File: src/rtl/tri_frame_if.sv
// Host write / commit channel and presented-triangle outputs of tri_frame_sequencer.
interface tri_frame_if #(
    parameter int unsigned MAX_TRIS = 4
);
    localparam int unsigned IW = $clog2(MAX_TRIS);

    logic          wr_valid;
    logic          wr_ready;
    logic [IW-1:0] wr_index;
    logic [59:0]   wr_data;
    logic [2:0]    wr_color;
    logic [IW:0]   wr_count;
    logic          commit_req;
    logic          commit_done;
    logic [59:0]   geometry;
    logic [2:0]    color;
    logic          geom_valid;
    logic [IW-1:0] tri_index;
    logic          frame_parity;

    modport master (
        output wr_valid, wr_index, wr_data, wr_color, wr_count, commit_req,
        input  wr_ready, commit_done, geometry, color, geom_valid, tri_index, frame_parity
    );

    modport slave (
        input  wr_valid, wr_index, wr_data, wr_color, wr_count, commit_req,
        output wr_ready, commit_done, geometry, color, geom_valid, tri_index, frame_parity
    );
endinterface

File: src/rtl/tri_frame_sequencer.sv
// Frame-level triangle scheduler with a double-buffered table committed at frame start.
// Optional macro TRI_COLOR_EN adds per-slot colour storage.
module tri_frame_sequencer #(
    parameter int unsigned MAX_TRIS    = 4,
    parameter int unsigned HOLD_FRAMES = 1
) (
    input  logic     clk,
    input  logic     reset,
    input  logic     vsync,
    tri_frame_if.slave bus
);
    localparam int unsigned IW = $clog2(MAX_TRIS);
    localparam int unsigned CW = IW + 1;
    localparam int unsigned AW = IW + 1;
    localparam int unsigned HW = 4;
    localparam int unsigned DW = 60;

    typedef enum logic {IDLE, RUN} state_t;

    state_t        state_q, state_n;
    logic          bank_q, bank_n;
    logic [CW-1:0] count_q, count_n;
    logic [CW-1:0] pcount_q, pcount_n;
    logic          pend_q, pend_n;
    logic [HW-1:0] hold_q, hold_n;
    logic [IW-1:0] idx_q, idx_n;
    logic [CW-1:0] idx_inc;
    logic          parity_q, parity_n;
    logic          done_q, done_n;
    logic          ready_q, ready_n;
    logic          vsync_q;
    logic          fs_c;

    logic [DW-1:0] geom_mem [2*MAX_TRIS];

    assign fs_c = !vsync_q && vsync;

    assign bus.tri_index    = idx_q;
    assign bus.frame_parity = parity_q;
    assign bus.commit_done  = done_q;
    assign bus.wr_ready     = ready_q;

    // Next-state: bank swap on a pending commit, otherwise hold/advance rotation.
    always_comb begin
        state_n  = state_q;
        bank_n   = bank_q;
        count_n  = count_q;
        pcount_n = pcount_q;
        pend_n   = pend_q;
        hold_n   = hold_q;
        idx_n    = idx_q;
        parity_n = parity_q;
        done_n   = 1'b0;
        idx_inc  = CW'(idx_q) + CW'(1);

        if (fs_c) begin
            parity_n = ~parity_q;
            if (pend_q) begin
                bank_n  = ~bank_q;
                count_n = pcount_q;
                idx_n   = '0;
                hold_n  = '0;
                pend_n  = 1'b0;
                done_n  = 1'b1;
            end else if (state_q == RUN) begin
                if (hold_q == HW'(HOLD_FRAMES - 1)) begin
                    hold_n = '0;
                    idx_n  = (idx_inc >= count_q) ? '0 : IW'(idx_inc);
                end else begin
                    hold_n = hold_q + HW'(1);
                end
            end
        end

        // A request while one is outstanding is dropped; the first count stands.
        if (bus.commit_req && !pend_q) begin
            pend_n   = 1'b1;
            pcount_n = (bus.wr_count > CW'(MAX_TRIS)) ? CW'(MAX_TRIS) : bus.wr_count;
        end

        ready_n = !pend_n && !done_n;
        state_n = (count_n != '0) ? RUN : IDLE;
    end

    always_ff @(posedge clk) begin
        if (reset) begin
            vsync_q  <= 1'b1;
            state_q  <= IDLE;
            bank_q   <= 1'b0;
            count_q  <= '0;
            pcount_q <= '0;
            pend_q   <= 1'b0;
            hold_q   <= '0;
            idx_q    <= '0;
            parity_q <= 1'b0;
            done_q   <= 1'b0;
            ready_q  <= 1'b1;
        end else begin
            vsync_q  <= vsync;
            state_q  <= state_n;
            bank_q   <= bank_n;
            count_q  <= count_n;
            pcount_q <= pcount_n;
            pend_q   <= pend_n;
            hold_q   <= hold_n;
            idx_q    <= idx_n;
            parity_q <= parity_n;
            done_q   <= done_n;
            ready_q  <= ready_n;
        end
    end

    // Host writes always target the shadow bank.
    always_ff @(posedge clk) begin
        if (!reset && bus.wr_valid && ready_q)
            geom_mem[{~bank_q, bus.wr_index}] <= bus.wr_data;
    end

    // Presented geometry lags tri_index by one clock and is frozen for the frame.
    always_ff @(posedge clk) begin
        if (reset) begin
            bus.geometry   <= '0;
            bus.geom_valid <= 1'b0;
        end else begin
            bus.geometry   <= (state_q == RUN) ? geom_mem[AW'({bank_q, idx_q})] : '0;
            bus.geom_valid <= (state_q == RUN);
        end
    end

`ifdef TRI_COLOR_EN
    logic [2:0] color_mem [2*MAX_TRIS];

    always_ff @(posedge clk) begin
        if (!reset && bus.wr_valid && ready_q)
            color_mem[{~bank_q, bus.wr_index}] <= bus.wr_color;
    end

    always_ff @(posedge clk) begin
        if (reset)
            bus.color <= '0;
        else
            bus.color <= (state_q == RUN) ? color_mem[AW'({bank_q, idx_q})] : 3'b000;
    end
`else
    logic unused_color;
    assign unused_color = ^bus.wr_color;

    always_ff @(posedge clk) begin
        if (reset)
            bus.color <= '0;
        else
            bus.color <= (state_q == RUN) ? ({2'b00, parity_q} | 3'b001) : 3'b000;
    end
`endif
endmodule

File: src/flat_wrapper.sv
// flat-port wrapper written by rule: the top's interface ports become plain ports
module tri_frame_sequencer_flat 
#(
    parameter int unsigned MAX_TRIS    = 4,
    parameter int unsigned HOLD_FRAMES = 1
)
  (clk, reset, vsync, bus_wr_valid, bus_wr_index, bus_wr_data, bus_wr_color, bus_wr_count, bus_commit_req, bus_wr_ready, bus_commit_done, bus_geometry, bus_color, bus_geom_valid, bus_tri_index, bus_frame_parity);
  tri_frame_if #(.MAX_TRIS(MAX_TRIS)) bus_i ();
  input  logic clk;
  input  logic reset;
  input  logic vsync;
  input wire logic [$bits(bus_i.wr_valid)-1:0] bus_wr_valid;
  input wire logic [$bits(bus_i.wr_index)-1:0] bus_wr_index;
  input wire logic [$bits(bus_i.wr_data)-1:0] bus_wr_data;
  input wire logic [$bits(bus_i.wr_color)-1:0] bus_wr_color;
  input wire logic [$bits(bus_i.wr_count)-1:0] bus_wr_count;
  input wire logic [$bits(bus_i.commit_req)-1:0] bus_commit_req;
  output wire logic [$bits(bus_i.wr_ready)-1:0] bus_wr_ready;
  output wire logic [$bits(bus_i.commit_done)-1:0] bus_commit_done;
  output wire logic [$bits(bus_i.geometry)-1:0] bus_geometry;
  output wire logic [$bits(bus_i.color)-1:0] bus_color;
  output wire logic [$bits(bus_i.geom_valid)-1:0] bus_geom_valid;
  output wire logic [$bits(bus_i.tri_index)-1:0] bus_tri_index;
  output wire logic [$bits(bus_i.frame_parity)-1:0] bus_frame_parity;
  assign bus_i.wr_valid = bus_wr_valid;
  assign bus_i.wr_index = bus_wr_index;
  assign bus_i.wr_data = bus_wr_data;
  assign bus_i.wr_color = bus_wr_color;
  assign bus_i.wr_count = bus_wr_count;
  assign bus_i.commit_req = bus_commit_req;
  assign bus_wr_ready = bus_i.wr_ready;
  assign bus_commit_done = bus_i.commit_done;
  assign bus_geometry = bus_i.geometry;
  assign bus_color = bus_i.color;
  assign bus_geom_valid = bus_i.geom_valid;
  assign bus_tri_index = bus_i.tri_index;
  assign bus_frame_parity = bus_i.frame_parity;
  tri_frame_sequencer #(.MAX_TRIS(MAX_TRIS), .HOLD_FRAMES(HOLD_FRAMES)) u_core (.clk(clk), .reset(reset), .vsync(vsync), .bus(bus_i));
endmodule
File: config.mk
export PLATFORM = sky130hd
export DESIGN_NAME = tri_frame_sequencer_flat
export DESIGN_NICKNAME = d
export VERILOG_FILES = /design/src/rtl/tri_frame_if.sv /design/src/rtl/tri_frame_sequencer.sv /design/src/flat_wrapper.sv
export SDC_FILE = /design/constraint.sdc
export NUM_CORES = 1
export LEC_CHECK = 0
export CORE_MARGIN = 5
export CORE_UTILIZATION = 40
export DETAILED_ROUTE_END_ITERATION = 10
export PLACE_DENSITY_LB_ADDON = 0.15
export SYNTH_ARGS = -nofsm -noshare
export SYNTH_HDL_FRONTEND = slang
export SYNTH_SLANG_ARGS = --single-unit
File: constraint.sdc
create_clock -name clk -period 5.9 [get_ports clk]
set_clock_uncertainty 0.05 [all_clocks]
set_input_delay 1.18 -clock clk [delete_from_list [all_inputs] [get_ports clk]]
set_output_delay 1.18 -clock clk [all_outputs]
set_load 0.01 [all_outputs]
==> run metrics <==
status finished, final reports clean; sequential area share after synthesis 0.799; Synth top area share 0.719; final net count 1,128; share of layout cells above drive strength 1 0.221; total track usage 0.154; Syn Area/Cell roughly 23 sq um; CP arrival about 2.2 ns; starting density of the core 0.402; TritonCTS sink count 560; number of remaining DRC errors 0; CP endpoint kind primary output; Hold/Removal Path Class reg2reg; Top Family by Delay on Critical Path flip-flops; Max Buffers Root-to-Sink 3; die width around 230 um; Mapped Area 20,100 sq um; Final min period between 3 and 4 ns; Hold Startpoint u_core.count_q[1]; # port buffers 136; maximum clock rate 0.296 GHz; Worst path max stage delay slightly below 0.9 ns; TritonRoute pass-1 iters 4; CP max FO 39; Final Cycle Share 0.572; drt total wl between 40,000 and 50,000 um; Post-CTS Setup Bufs 0; global placement routability congestion 0.680; core area around 50,000 sq um; CTS tree built; Synth area leaders edfxtp_1 72%, mux4_2 13%, dfxtp_1 8.0%; # rows 82; Slew Viols, Final 0; I/O Pins ~140; worst r2r src u_core.bus.tri_index[0]; synth-to-layout area growth 20.8%; Clock Tree Root clkbuf_16; placed instance count roughly 1,700; final hold slack around 0.42 ns; Reg2Reg Setup Slack about 3.1 ns; vias in the first global route 9,828; Clock transition at path regs ~0.060 ns; Die Span Y between 200 and 250 um; Worst R2R End u_core.bus.geometry[11]; worst skew pair latency 0.60 ns; initial DRC count roughly 560; most frequent cells after synthesis 480 x edfxtp_1, 120 x mux4_2, 80 x dfxtp_1; Main synth FF type edfxtp_1; final std cells w/o fill approximately 1,800; synthesized instance count just under 900; Worst EP required approximately 4.7 ns; htree depth 2; Setup CP Type reg2out; leading area contributor after synthesis edfxtp_1; Final setup viols 0; TritonCTS buffer count a little under 60; worst setup margin 2.52 ns; total vias in the final route between 9,000 and 10,000; worst path cell trace clkdlybuf4s50_1; RSZ-0062 raised after global routing no; Hold Crit Depth 2; initial antenna violation count 6; Post-synth EDFFs 480; Overflow after GRT 0; DR vias/cell just over 5; leakage power between 0.007 and 0.008 uW; CP max-delay cell dfxtp_4; Post-CTS Resized 0; worst path bufs/invs 1; Least-Margin Pin Slew ~0.96 ns; Warnings, synthesis 0; FFs w/ async S/R, synth 0; Die ar. 54,700 sq um; worst hold path endpoint u_core.count_q[1]; count of state elements after synthesis 560; Antenna Nets Post-Route 0; VDD IR max roughly 0.22 mV; max_cap viols 0; first-pass GRT wire length slightly above 60,000 um; Setup TNS 0 ns; wire per inst approximately 23 um; hold_buf cts 0; dpl hpwl roughly 22,000 um; crit start category flip-flop; count leader, synth edfxtp_1; headroom to the max-slew limit 0.360; Fin. Hold Viols 0; setup slack after placement between 1.5 and 2 ns; pwr dens 334 nW/um^2; largest net degree at the start of global routing between 60 and 70; library cells used by synthesis 37; FF-to-FF path depth 3
==> sequential cells by signal, indices dropped and copies added, names as in the netlist <==
register                 cells
u_core.geom_mem            480
u_core.bus.geometry         60
u_core.hold_q                4
u_core.count_q               3
u_core.pcount_q              3
u_core.bus.tri_index         2
u_core.bank_q                1
u_core.bus.commit_done       1
u_core.bus.frame_parity      1
u_core.bus.geom_valid        1
u_core.bus.wr_ready          1
u_core.pend_q                1
u_core.state_q               1
u_core.vsync_q               1
==> how the worst max path moves through the flow <==
stage	from	to	slack [ns]	cells after the start
after floorplan	reset	u_core.geom_mem[0][0]	1.06	3
after global placement	reset	u_core.geom_mem[0][12]	1.99	5
after detailed placement	reset	u_core.geom_mem[0][12]	1.99	5
after CTS	u_core.bus.tri_index[0]	bus_tri_index[0]	2.39	1
after global routing	u_core.bus.tri_index[0]	bus_tri_index[0]	2.33	1
final	u_core.bus.tri_index[0]	bus_tri_index[0]	2.52	1
==> per-layer routing <==
| layer | vias to the layer above | GRT usage | routed length, um |
|---|---|---|---|
| li1 | 4029 | - | - |
| met4 | 8 | 0.0404 | 722 |
| met3 | 60 | 0.0363 | 1960 |
| met1 | 4764 | 0.208 | 18100 |
| met5 | - | 0 | 57 |
| met2 | 167 | 0.253 | 20600 |
==> metrics by stage <==
step	instance area [sq um]	util	total power [uW]
final	24200	0.486	8080
after CTS	24200	0.486	8200
after floorplan	20100	-	4460
after global placement	22300	0.448	4570
after detailed placement	22300	0.448	4580
after global routing	24200	0.486	8370
==> layout by cell type (no fill, tap or decap), types with 12 or more instances in the layout <==
| cell | synthesis | layout |
|---|---|---|
| dfxtp_1 | 80 | 78 |
| clkinv_1 | 0 | 13 |
| mux4_2 | 120 | 120 |
| clkinv_2 | 0 | 12 |
| a22o_1 | 61 | 61 |
| buf_4 | 5 | 13 |
| nand2_1 | 13 | 13 |
| clkdlybuf4s50_1 | 0 | 136 |
| clkbuf_16 | 0 | 59 |
| edfxtp_1 | 480 | 480 |
==> kinds of logic (layout without fill, tap and decap cells) <==
| family | after synthesis | count (layout) | synth area share |
|---|---|---|---|
| AND/OR/NAND/NOR | 55 | 55 | 0.0136 |
| adder cells (fa/ha/maj) | 6 | 6 | 0.00374 |
| other | 1 | 4 | 0.000187 |
| multiplexers | 121 | 121 | 0.135 |
| XOR/XNOR | 2 | 2 | 0.000874 |
| flip-flops | 560 | 560 | 0.799 |
| buffers and inverters | 53 | 270 | 0.0150 |
| AO/OA/AOI/OAI | 82 | 82 | 0.0326 |
==> area by class of cell <==
type | instances | area [sq um]
antenna | 2 | 5.00
clock buffer | 73 | 1590
clock inverter | 36 | 308
fill | 4121 | 25600
inverter | 4 | 15.0
multi-input combinational | 268 | 3820
sequential | 560 | 16000
tap | 672 | 841
timing repair buffer | 157 | 1620
==> where the power goes <==
group          switching (uW)  leakage, uW  internal, uW
clock                    1480     0.000932          2120
combinational            85.2      0.00160          64.6
sequential               11.5      0.00498          4330
total                    1570      0.00750          6510
(Power assumes the default switching activity.)
